## src/rtl/cp0_unit_if.sv

```systemverilog
// rtl/cp0_unit_if.sv - mfc0/mtc0 register access bus for cp0_unit
interface cp0_unit_if;
  logic        we;
  logic [4:0]  cp0_addr;
  logic [31:0] cp0_wdata;
  logic [31:0] cp0_rdata;

  modport master (output we, output cp0_addr, output cp0_wdata, input cp0_rdata);
  modport slave  (input we, input cp0_addr, input cp0_wdata, output cp0_rdata);
endinterface

```

## src/rtl/cp0_unit.sv

```systemverilog
// rtl/cp0_unit.sv - coprocessor 0: SR/Cause/EPC/PRId, exception and interrupt request
module cp0_unit #(
  parameter logic [4:0]  SR_ADDR    = 5'd12,
  parameter logic [4:0]  CAUSE_ADDR = 5'd13,
  parameter logic [4:0]  EPC_ADDR   = 5'd14,
  parameter logic [31:0] PRID_VALUE = 32'h2023_0707
) (
  input  logic        clk,
  input  logic        reset,
  cp0_unit_if.slave   bus,
  input  logic [31:0] vpc,
  input  logic        bd_in,
  input  logic [4:0]  exc_code_in,
  input  logic [5:0]  hw_int,
  input  logic        exl_clr,
  output logic [31:0] epc_out,
  output logic        req
);

  localparam logic [4:0] PRID_ADDR = 5'd15;

  // SR fields
  logic [5:0]  sr_im;
  logic        sr_exl;
  logic        sr_ie;
  // Cause fields
  logic        cause_bd;
  logic [5:0]  cause_ip;
  logic [4:0]  cause_exc_code;
  // EPC
  logic [31:0] epc;

  logic        int_req;
  logic        exc_req;
  logic        wr_sr;
  logic        wr_epc;
  logic [31:0] sr_val;
  logic [31:0] cause_val;

  assign sr_val    = {16'b0, sr_im, 8'b0, sr_exl, sr_ie};
  assign cause_val = {cause_bd, 15'b0, cause_ip, 3'b0, cause_exc_code, 2'b0};

  assign wr_sr  = bus.we && (bus.cp0_addr == SR_ADDR);
  assign wr_epc = bus.we && (bus.cp0_addr == EPC_ADDR);

  // Request generation; the reset gate keeps req low while the pipeline is held in reset
  always_comb begin
    int_req = (|(hw_int & sr_im)) && sr_ie && !sr_exl;
    exc_req = (exc_code_in != 5'd0) && !sr_exl;
    req     = !reset && (int_req || exc_req);
  end

  // mfc0 read mux shows registered state only; epc_out bypasses a same-cycle EPC write for eret
  always_comb begin
    bus.cp0_rdata = 32'b0;
    case (bus.cp0_addr)
      SR_ADDR:    bus.cp0_rdata = sr_val;
      CAUSE_ADDR: bus.cp0_rdata = cause_val;
      EPC_ADDR:   bus.cp0_rdata = epc;
      PRID_ADDR:  bus.cp0_rdata = PRID_VALUE;
      default:    bus.cp0_rdata = 32'b0;
    endcase
    epc_out = wr_epc ? bus.cp0_wdata : epc;
  end

  // Register update: reset > req > eret > mtc0; the victim's mtc0/eret are dropped on req
  always_ff @(posedge clk) begin
    if (reset) begin
      sr_im          <= 6'b0;
      sr_exl         <= 1'b0;
      sr_ie          <= 1'b0;
      cause_bd       <= 1'b0;
      cause_ip       <= 6'b0;
      cause_exc_code <= 5'b0;
      epc            <= 32'b0;
    end else begin
      cause_ip <= hw_int;
      if (req) begin
        sr_exl         <= 1'b1;
        cause_exc_code <= int_req ? 5'd0 : exc_code_in;
        cause_bd       <= bd_in;
        epc            <= bd_in ? (vpc - 32'd4) : vpc;
      end else begin
        if (exl_clr) begin
          sr_exl <= 1'b0;
        end
        // Placed after eret so an mtc0 to SR in the same cycle decides EXL
        if (wr_sr) begin
          sr_im  <= bus.cp0_wdata[15:10];
          sr_exl <= bus.cp0_wdata[1];
          sr_ie  <= bus.cp0_wdata[0];
        end
        if (wr_epc) begin
          epc <= bus.cp0_wdata;
        end
      end
    end
  end

endmodule
```

## src/flat_wrapper.sv

```systemverilog
// flat-port wrapper written by rule: the top's interface ports become plain ports
module cp0_unit_flat 
#(
  parameter logic [4:0]  SR_ADDR    = 5'd12,
  parameter logic [4:0]  CAUSE_ADDR = 5'd13,
  parameter logic [4:0]  EPC_ADDR   = 5'd14,
  parameter logic [31:0] PRID_VALUE = 32'h2023_0707
)
  (clk, reset, vpc, bd_in, exc_code_in, hw_int, exl_clr, epc_out, req, bus_we, bus_cp0_addr, bus_cp0_wdata, bus_cp0_rdata);
  cp0_unit_if bus_i ();
  input  logic clk;
  input  logic reset;
  input  logic [31:0] vpc;
  input  logic bd_in;
  input  logic [4:0] exc_code_in;
  input  logic [5:0] hw_int;
  input  logic exl_clr;
  output logic [31:0] epc_out;
  output logic req;
  input wire logic [$bits(bus_i.we)-1:0] bus_we;
  input wire logic [$bits(bus_i.cp0_addr)-1:0] bus_cp0_addr;
  input wire logic [$bits(bus_i.cp0_wdata)-1:0] bus_cp0_wdata;
  output wire logic [$bits(bus_i.cp0_rdata)-1:0] bus_cp0_rdata;
  assign bus_i.we = bus_we;
  assign bus_i.cp0_addr = bus_cp0_addr;
  assign bus_i.cp0_wdata = bus_cp0_wdata;
  assign bus_cp0_rdata = bus_i.cp0_rdata;
  cp0_unit #(.SR_ADDR(SR_ADDR), .CAUSE_ADDR(CAUSE_ADDR), .EPC_ADDR(EPC_ADDR), .PRID_VALUE(PRID_VALUE)) u_core (.clk(clk), .reset(reset), .bus(bus_i), .vpc(vpc), .bd_in(bd_in), .exc_code_in(exc_code_in), .hw_int(hw_int), .exl_clr(exl_clr), .epc_out(epc_out), .req(req));
endmodule
```

## config.mk

```make
export PLATFORM = sky130hd
export DESIGN_NAME = cp0_unit_flat
export DESIGN_NICKNAME = d
export VERILOG_FILES = /design/src/rtl/cp0_unit_if.sv /design/src/rtl/cp0_unit.sv /design/src/flat_wrapper.sv
export SDC_FILE = /design/constraint.sdc
export NUM_CORES = 1
export LEC_CHECK = 0
export ABC_AREA = 1
export CORE_UTILIZATION = 45
export DETAILED_ROUTE_END_ITERATION = 8
export PLACE_DENSITY_LB_ADDON = 0.3
export SKIP_LAST_GASP = 1
export SLEW_MARGIN = 10
export SYNTH_ARGS = -nofsm -noshare
export SYNTH_HDL_FRONTEND = slang
export SYNTH_SLANG_ARGS = --single-unit
```

## constraint.sdc

```tcl
create_clock -name clk -period 3.7 [get_ports clk]
set_input_delay 0.37 -clock clk [delete_from_list [all_inputs] [get_ports clk]]
set_output_delay 0.37 -clock clk [all_outputs]
set_load 0.005 [all_outputs]
```

==> impl_metrics.py, run 1 <==
metrics = {
    "global_route": {
        "grt_use_total_pct": 29.8,
        "grt_pass1_vias": 4104,
        "antenna_found_initial": 0,
        "grt_pass1_wl_um": 19700,
        "grt_max_degree": 37,
        "grt.overflow.total": 0,
    },
    "clock_tree": {
        "root_buffer": "clkbuf_8",
        "cts_resized": 0,
        "htreeDepth": 2,
        "cts_hold_buf": 0,
        "post_cts_buffers": 0,
        "cts.sinks": 52,
        "cts_tree": "built",
        "path_clk_slew_ns": 0.10,
        "cts_buffers": 5,
        "clk_latency_ns": 0.32,
        "clock_path_buffers": 2,
    },
    "synthesis": {
        "synth_edf_count": 0,
        "synthArstFlopShare_pct": 0,
        "yosys.area_share.simple_pct": 41.6,
        "yosys.area.top_type_share_pct": 28.9,
        "synth_compound_area_share_pct": 13.0,
        "yosys.cell_count.top_type": "nand2_1",
        "synth.distinct_cells": 36,
        "syn_area_um2": 3600,
        "ys_ff_latch": 52,
        "yosys-top-cells-count": "nand2_1, inv_1, nor2_1, dfxtp_1, nand3_1",
        "synthTopCellsByArea": "dfxtp_1, nand2_1, inv_1",
        "synth_fa_ha_area_share_pct": 0.347,
        "synth_top_cell_by_area": "dfxtp_1",
        "synth_mux_area_share_pct": 0,
        "synth_top_family_by_area": "simple AND/OR/NAND/NOR gates",
        "synthCells": 597,
        "yosys_warnings": 0,
        "synth_nets": 683,
        "ys.flop_type": "dfxtp_1",
        "yosysSeqAreaShare_pct": 28.9,
        "synth_xor_xnor_area_share_pct": 3.65,
        "avgSynthCellArea_um2": 6.03,
    },
    "worst_setup_path": {
        "path_buf_inv": 3,
        "startpoint_type": "input pin",
        "worst-r2r-cell-count": 10,
        "r2r_slack_ns": 1.84,
        "critPathRequiredTime_ns": 3.33,
        "reg2reg_to": "u_core.epc[13]$_SDFF_PP0_",
        "cpPeakStageDelay_ns": 0.55,
        "crit_chain": "clkdlybuf4s50_1 > nand2_1 > nor2_4 > buf_4 > nand2_1 > o21ai_0 > clkdlybuf4s50_1",
        "end_kind": "output pin",
        "cp_max_fo": 21,
        "cp.arrival_ns": 2.57,
        "crit_cells": 7,
        "rr_startpoint": "u_core.sr_im[3]$_SDFFE_PP0P_",
        "critPathKind": "in -> out",
        "cp_top_family": "buffers and inverters",
        "cp_slowest_cell": "clkdlybuf4s50_1",
    },
    "flow_run": {
        "maxCapViolCount": 0,
    },
    "hold_path": {
        "holdPathStages": 2,
        "holdCritPathClass": "reg -> reg",
        "whs_endpoint": "u_core.cause_bd$_SDFFE_PP0P_",
        "hp-start": "u_core.cause_bd$_SDFFE_PP0P_",
    },
    "status": {
        "status": "completed",
    },
    "placement": {
        "gp_congestion": 0.947,
        "dp_hpwl_um": 9370,
        "port_buffers": 149,
    },
    "sta": {
        "totalNegativeSetupSlack_ns": 0,
        "final-max-slew-violation-count": 0,
        "whs_ns": 0.507,
        "worst_pin_slew_ns": 0.842,
        "timing.slew.headroom_pct": 43.8,
        "fmax_mhz": 340,
        "rsz0062_at_grt": "no",
        "skew_ns": 0.0108,
        "finalSetupViolCount": 0,
        "hold_viol_final": 0,
        "period_share_pct": 79.4,
        "finalCriticalPeriod_ns": 2.94,
    },
    "cells_and_area": {
        "drive_gt1_share_pct": 5.99,
        "n_antenna_cell": 0,
        "syn2layout_area_growth_pct": 44.8,
        "num-nets-final": 820,
    },
    "routing": {
        "postRouteAntennaNets": 0,
        "post_drt_via_cell_ratio": 5.28,
        "wirelength_um": 12400,
        "wl_per_cell_um": 14.8,
        "drc": 0,
        "drt-initial-drc-count": 303,
        "via_count": 4419,
        "dr.pass1.iters": 5,
    },
    "pwr": {
        "ir_drop_v": 0.000161,
        "p_leak_nw": 2.33,
        "p_per_area_nw_per_um2": 274,
    },
    "floorplan": {
        "coreArea_um2": 7730,
        "ios": 150,
        "fp.dieW_um": 91.5,
        "die_h_um": 91.5,
        "row_count": 32,
        "dieArea_um2": 8370,
        "initial_core_util_pct": 46.6,
    },
}
[cells in the final DEF, fill, tap and decap left out, drive strengths merged]
master,synthesis,routed
a211oi,1,1
a21oi,17,17
a32o,4,4
and2,2,2
buf,18,5
clkbuf,6,5
clkdlybuf4s50,0,149
clkinv,0,1
clkinvlp,0,1
dfxtp,52,52
ha,1,1
inv,85,86
nand2,176,176
nand3,53,53
nand3b,3,3
nand4,6,6
nor2,84,84
nor3,5,5
nor4,2,2
o211ai,3,3
o21ai,55,55
o31ai,2,2
or2,7,7
xnor2,5,5
xor2,10,10
[where the power goes]
group | switching, mW | leakage, nW | internal, mW | total [mW]
combinational | 0.219 | 1.85 | 0.224 | 0.444
sequential | 0.0240 | 0.431 | 0.609 | 0.633
clock | 0.219 | 0.0445 | 0.135 | 0.354
total | 0.462 | 2.33 | 0.969 | 1.43
[metal layers]
layer	share of wire, %	up-vias	global-route usage, %
met5	0	-	0
met4	2.8	0	10.2
met3	8.4	40	6.11
met2	48	227	52.9
met1	41	2001	35.4
li1	-	2151	-
[cell families (layout without fill, tap and decap cells)]
kind of cell | after synthesis | after routing
buffers and inverters | 109 | 247
and+or+nand+nor | 338 | 338
AOI/OAI and AO/OA | 82 | 82
DFF | 52 | 52
xor gates and xnor gates | 15 | 15
adders and majority gates | 1 | 1
[sequential cells by signal, indices dropped and copies added (netlist names)]
name,flops
u_core.epc,32
u_core.cause_bd,1
u_core.cause_ip,6
u_core.sr_ie,1
u_core.sr_exl,1
u_core.sr_im,6
u_core.cause_exc_code,5
[worst max-delay path by stage]
stage	start	endpoint	slack, ns
3_5_place_dp	bus_cp0_addr[3]	bus_cp0_rdata[3]	0.75
4_1_cts	bus_cp0_addr[3]	bus_cp0_rdata[3]	0.75
5_1_grt	bus_cp0_addr[2]	bus_cp0_rdata[3]	0.57
3_3_place_gp	bus_cp0_addr[3]	bus_cp0_rdata[3]	0.83
2_1_floorplan	bus_cp0_addr[3]	bus_cp0_rdata[12]	2.11
6_report	bus_cp0_addr[3]	bus_cp0_rdata[3]	0.76
[worst register-to-register path, delay by kind of cell, from the launching register on]
kind / cells / cell delay [ns]
AO/OA/AOI/OAI: 1 / 0.17
buffers and inverters: 1 / 0.04
flip-flops: 1 / 0.34
AND/OR/NAND/NOR: 8 / 1.22
[per-stage QoR]
stage               area, µm²  util [%]  instances  total power [mW]  setup WS [ns]
detailed placement       5130      66.4        829              1.08          0.749
floorplan                3600         -        597             0.840           2.11
global placement         5130      66.4        829              1.08          0.829
finish                   5220      67.5        837              1.43          0.761
global route             5220      67.5        837              1.50          0.569
CTS                      5220      67.5        837              1.43          0.751
[layout make-up]
class	instances	area, µm²
flip-flops and latches	52	1040
multi-input cells	436	2110
inverters	85	319
well taps	102	128
repair buffers	154	1530
fillers	680	2510
clock buffers	5	68.8
clock inverters	3	21.3
Note: power is estimated with default switching activity, not from simulation.
==> run 2: changes to the inputs <==
--- a/config.mk
+++ b/config.mk
@@ -6,7 +6,7 @@
 export NUM_CORES = 1
 export LEC_CHECK = 0
 export ABC_AREA = 1
-export CORE_UTILIZATION = 45
+export CORE_UTILIZATION = 44
 export DETAILED_ROUTE_END_ITERATION = 8
 export PLACE_DENSITY_LB_ADDON = 0.3
 export SKIP_LAST_GASP = 1
==> constraint.sdc (replaced) <==
create_clock -name clk -period 2.85 [get_ports clk]
set_input_delay 0.285 -clock clk [delete_from_list [all_inputs] [get_ports clk]]
set_output_delay 0.285 -clock clk [all_outputs]
set_load 0.005 [all_outputs]
==> run 2 against run 1 <==
Against the previous run:
- hold slack got worse by 0.0083 ns
- non-clock buffer count is 5 higher
- worst setup slack worse by 0.51 ns
- sequential cell count stayed put
- sequential power increased by 30%
- critical path type unchanged
- critical endpoint is now bus_cp0_rdata[0]
==> impl_metrics.py, run 2 (synthesis results as in run 1) <==
metrics = {
    "worst_setup_path": {
        "cp.arrival_ns": 2.32,
        "crit_cells": 7,
        "worst-r2r-cell-count": 10,
        "cp_slowest_cell": "clkdlybuf4s50_1",
        "path_common_cell": "clkdlybuf4s50_1",
        "endpoint": "bus_cp0_rdata[0]",
        "critPathKind": "in -> out",
        "cpPeakStageDelay_ns": 0.53,
        "crit_path_start": "bus_cp0_addr[1]",
        "cp_top_family": "buffers and inverters",
        "reg2reg_to": "u_core.epc[31]$_SDFF_PP0_",
        "crit_chain": "clkdlybuf4s50_1 > inv_1 > nor2_4 > buf_4 > nand2_1 > o211ai_1 > clkdlybuf4s50_1",
        "critPathRequiredTime_ns": 2.57,
        "end_kind": "output pin",
        "path_buf_inv": 4,
        "startpoint_type": "input pin",
        "r2r_slack_ns": 1.03,
        "cp_max_fo": 21,
        "rr_startpoint": "u_core.sr_im[3]$_SDFFE_PP0P_",
    },
    "clock_tree": {
        "root_buffer": "clkbuf_8",
        "cts.sinks": 52,
        "path_clk_slew_ns": 0.11,
        "clk_latency_ns": 0.32,
        "cts_hold_buf": 0,
        "cts_tree": "built",
        "cts_buffers": 5,
        "clock_path_buffers": 2,
        "cts_resized": 0,
        "htreeDepth": 2,
        "post_cts_buffers": 0,
    },
    "cells_and_area": {
        "final_common_cell": "nand2_1",
        "fin_area_um2": 5260,
        "fillCellCount": 695,
        "regMostFlops": "u_core.epc",
        "finalNonFillerCells": 842,
        "num-nets-final": 825,
        "n_antenna_cell": 0,
        "multiInputGateArea_um2": 2110,
        "largest_reg_flops": 32,
        "final_cell_mix": "nand2_1, clkdlybuf4s50_1, inv_1",
        "regArea_um2": 1040,
        "reg_top3": "u_core.epc (32), u_core.cause_ip (6), u_core.sr_im (6)",
        "syn2layout_area_growth_pct": 46.1,
        "drive_gt1_share_pct": 6.62,
    },
    "sta": {
        "whs_ns": 0.499,
        "fmax_mhz": 384,
        "skew_ns": 0.0135,
        "rsz0062_at_grt": "no",
        "finalSetupViolCount": 0,
        "totalNegativeSetupSlack_ns": 0,
        "period_share_pct": 91.3,
        "finalCriticalPeriod_ns": 2.60,
        "hold_viol_final": 0,
        "timing.slew.headroom_pct": 65.0,
        "final-max-slew-violation-count": 0,
        "worst_pin_slew_ns": 0.525,
    },
    "pwr": {
        "p_per_area_nw_per_um2": 353,
        "fin_total_pwr_mw": 1.86,
        "ir_drop_v": 0.000223,
        "p_leak_nw": 2.35,
    },
    "global_route": {
        "antenna_found_initial": 0,
        "grt_use_total_pct": 29.9,
        "grt.overflow.total": 0,
        "grt_max_degree": 37,
        "grt_pass1_wl_um": 20300,
        "grt.busiest_layer": "met2",
        "gr-usage-met2_pct": 54.1,
        "grt_pass1_vias": 4190,
        "use_met1_pct": 36.6,
        "met3_usage_pct": 4.68,
    },
    "floorplan": {
        "dieArea_um2": 8550,
        "coreArea_um2": 7810,
        "ios": 150,
        "initial_core_util_pct": 46.1,
        "row_count": 32,
        "die_h_um": 92.5,
        "fp.dieW_um": 92.5,
    },
    "placement": {
        "placed_cells": 834,
        "gp_congestion": 0.916,
        "port_buffers": 149,
        "dp_hpwl_um": 9750,
        "place_area_um2": 5160,
    },
    "routing": {
        "dr.pass1.iters": 5,
        "postRouteAntennaNets": 0,
        "via_count": 4371,
        "drt-initial-drc-count": 200,
        "post_drt_via_cell_ratio": 5.19,
        "drc": 0,
        "wl_per_cell_um": 14.9,
        "wirelength_um": 12600,
    },
    "hold_path": {
        "holdCritPathClass": "in -> reg",
    },
    "flow_run": {
        "maxCapViolCount": 0,
    },
    "status": {
        "status": "completed",
    },
}
run 2: cell count changes in the layout (fill, tap and decap cells not counted), sizes merged:
| cell | delta |
|---|---|
| buf | +5 |
run 2: tightest hold or removal path, stage by stage:
cell and delay, ns:
clkdlybuf4s50_1 0.42, inv_1 0.06, nor2_1 0.03
run 2: where the power goes:
group          total (mW)  switching [mW]  internal (mW)
clock network       0.460           0.279          0.181
registers           0.823          0.0318          0.791
logic               0.576           0.283          0.293
run 2: stage by stage:
step / utilization [%] / worst slack, ns
5_1_grt: 67.4 / 0.0991
4_1_cts: 67.4 / 0.235
6_report: 67.4 / 0.247
3_3_place_gp: 66.2 / 0.319
2_1_floorplan: - / 1.43
3_5_place_dp: 66.2 / 0.232
run 2: how the worst min path moves through the flow:
stage                                       from  slack (ns)                            end  cells past startpoint
floorplan                              hw_int[0]        0.39  u_core.cause_ip[0]$_SDFF_PP0_                      2
global placement       u_core.sr_ie$_SDFFE_PP0P_        0.46      u_core.sr_ie$_SDFFE_PP0P_                      2
detailed placement  u_core.cause_bd$_SDFFE_PP0P_        0.49   u_core.cause_bd$_SDFFE_PP0P_                      2
CTS                                    hw_int[5]        0.50  u_core.cause_ip[5]$_SDFF_PP0_                      3
global route                           hw_int[3]        0.50  u_core.cause_ip[3]$_SDFF_PP0_                      3
finish                                 hw_int[5]        0.50  u_core.cause_ip[5]$_SDFF_PP0_                      3
run 2: final cells by class:
class,count,area share [%]
multi-input combinational,436,40.1
timing repair buffer,159,29.8
sequential,52,19.8
inverter,85,6.06
tap,102,2.43
clock buffer,5,1.31
clock inverter,3,0.523
run 2: routing by layer:
layer	routed length, µm	vias to the layer above	part of all wire (%)
met1	5300	2034	42
met5	0	-	0
met3	755	20	6.0
met2	6290	159	50
met4	202	0	1.6
li1	-	2158	-
==> run 3: changes to the inputs <==
--- a/config.mk
+++ b/config.mk
@@ -8,7 +8,7 @@
 export ABC_AREA = 1
 export CORE_UTILIZATION = 44
 export DETAILED_ROUTE_END_ITERATION = 8
-export PLACE_DENSITY_LB_ADDON = 0.3
+export PLACE_DENSITY = 0.82
 export SKIP_LAST_GASP = 1
 export SLEW_MARGIN = 10
 export SYNTH_ARGS = -nofsm -noshare
==> constraint.sdc (replaced) <==
create_clock -name clk -period 2.85 [get_ports clk]
set_input_delay 0.285 -clock clk [delete_from_list [all_inputs] [get_ports clk]]
set_output_delay 0.285 -clock clk [all_outputs]
set_load 0.05 [all_outputs]
==> run 3 against run 2 <==
Against the previous run:
- clock power down 3%
- final cell count decreased by 0.24%
- count of clock-buffer cells in the layout did not move
- register-to-register slack hardly changed
- sequential cell count unchanged
- highest routed layer unchanged
- core utilization is 7.6 points higher
- hold slack improved by 0.0020 ns
- routed wire length grew 7.4%
- power grew 19%
==> impl_metrics.py, run 3 (synthesis results as in run 1) <==
metrics = {
    "clock_tree": {
        "clock_path_buffers": 2,
        "cts_hold_buf": 0,
        "cts.sinks": 52,
        "clk_latency_ns": 0.32,
        "cts_buffers": 5,
        "post_cts_buffers": 0,
        "htreeDepth": 2,
        "cts_resized": 0,
        "root_buffer": "clkbuf_8",
        "path_clk_slew_ns": 0.11,
        "cts_tree": "built",
    },
    "sta": {
        "finalCriticalPeriod_ns": 2.39,
        "fmax_mhz": 418,
        "worst_pin_slew_ns": 0.553,
        "finalSetupViolCount": 0,
        "skew_ns": 0.00952,
        "timing.slew.headroom_pct": 63.1,
        "whs_ns": 0.501,
        "rsz0062_at_grt": "no",
        "period_share_pct": 83.9,
        "hold_viol_final": 0,
        "totalNegativeSetupSlack_ns": 0,
        "final-max-slew-violation-count": 0,
    },
    "worst_setup_path": {
        "end_kind": "output pin",
        "startpoint_type": "input pin",
        "path_common_cell": "nand2_1",
        "crit_chain": "clkdlybuf4s50_1 > nand2_1 > nor2_4 > buf_4 > nand2_1 > inv_1 > nand2_1 > nand3_1 > buf_12",
        "critPathRequiredTime_ns": 2.57,
        "worst-r2r-cell-count": 10,
        "cpPeakStageDelay_ns": 0.47,
        "critPathKind": "in -> out",
        "cp_max_fo": 21,
        "cp_slowest_cell": "clkdlybuf4s50_1",
        "cp.arrival_ns": 2.11,
    },
    "pwr": {
        "p_sw_share_pct": 37.6,
        "p_int_mw": 1.38,
        "p_leak_nw": 2.65,
        "p_sw_mw": 0.831,
        "ir_drop_v": 0.000289,
        "p_seq_share_pct": 37.3,
        "p_per_area_nw_per_um2": 378,
        "power.share.clock_pct": 20.2,
        "combPwrFrac_pct": 42.5,
    },
    "routing": {
        "drt-initial-drc-count": 235,
        "wirelength_um": 13500,
        "post_drt_via_cell_ratio": 5.30,
        "wl_per_cell_um": 16.0,
        "dr.pass1.iters": 4,
        "postRouteAntennaNets": 0,
        "via_count": 4453,
        "drc": 0,
    },
    "floorplan": {
        "initial_core_util_pct": 46.1,
        "row_count": 32,
        "ios": 150,
        "die_h_um": 92.5,
        "coreArea_um2": 7810,
        "fp.dieW_um": 92.5,
        "dieArea_um2": 8550,
    },
    "cells_and_area": {
        "final_cell_mix": "nand2_1, clkdlybuf4s50_1, inv_1",
        "n_antenna_cell": 0,
        "final_common_cell": "nand2_1",
        "largest_reg_flops": 32,
        "syn2layout_area_growth_pct": 62.5,
        "fin_area_um2": 5850,
        "num-nets-final": 823,
        "regMostFlops": "u_core.epc",
        "reg_top3": "u_core.epc (32), u_core.cause_ip (6), u_core.sr_im (6)",
        "drive_gt1_share_pct": 15.2,
    },
    "hold_path": {
        "holdCritPathClass": "reg -> reg",
        "holdPathStages": 2,
    },
    "status": {
        "status": "completed",
    },
    "global_route": {
        "grt_max_degree": 37,
        "grt_use_total_pct": 31.8,
        "grt.overflow.total": 0,
        "grt_pass1_wl_um": 21300,
        "grt_pass1_vias": 4460,
        "antenna_found_initial": 0,
    },
    "placement": {
        "gp_congestion": 0.932,
        "place_area_um2": 5760,
        "port_buffers": 149,
        "dp_hpwl_um": 10600,
    },
    "flow_run": {
        "maxCapViolCount": 0,
    },
}
[run 3: changes by cell type in the layout (fill, tap and decap cells not counted), sizes merged]
cell	change
clkdlybuf4s50	-65
buf	+63
[run 3: metrics by stage]
| stage | utilization [%] | std cells | total power, mW | setup slack, ns |
|---|---|---|---|---|
| after floorplan | - | 597 | 1.29 | 0.890 |
| after global placement | 73.8 | 832 | 1.76 | 0.554 |
| after detailed placement | 73.8 | 832 | 1.77 | 0.491 |
| after CTS | 75.0 | 840 | 2.21 | 0.488 |
| after global routing | 75.0 | 840 | 2.30 | 0.360 |
| final | 75.0 | 840 | 2.21 | 0.458 |
[run 3: layer usage]
metal	wire length, µm	GRT usage [%]
met3	1060	6.16
met1	5330	35.8
met2	6830	59.3
met4	262	10.5
met5	0	0
[run 3: path summary, 6_finish.rpt]
check                                    start                   endpoint  slack [ns]
setup / recovery               bus_cp0_addr[2]          bus_cp0_rdata[14]        0.46
hold / removal       u_core.sr_ie$_SDFFE_PP0P_  u_core.sr_ie$_SDFFE_PP0P_        0.50
setup reg to reg  u_core.sr_im[2]$_SDFFE_PP0P_   u_core.epc[6]$_SDFF_PP0_        1.03
hold reg to reg      u_core.sr_ie$_SDFFE_PP0P_  u_core.sr_ie$_SDFFE_PP0P_        0.50
[run 3: final cells by class]
type	instances	area, µm²
Clock buffer	5	68.8
Clock inverter	3	21.3
Fill cell	617	1950
Inverter	85	319
Multi-Input combinational cell	436	2110
Sequential cell	52	1040
Tap cell	102	128
Timing Repair Buffer	157	2160
[run 3: critical path: cells and delay by family]
family	cells	cell delay, ns
buf+inv	4	1.14
simple gates	5	0.67
[run 3: power by group through the flow]
stage | combinational (mW) | sequential (mW) | clock (mW)
after floorplan | 0.464 | 0.828 | 0
after global placement | 0.920 | 0.836 | 0
after detailed placement | 0.932 | 0.840 | 0
after CTS | 0.937 | 0.823 | 0.450
after global routing | 0.993 | 0.830 | 0.477
final | 0.939 | 0.825 | 0.446
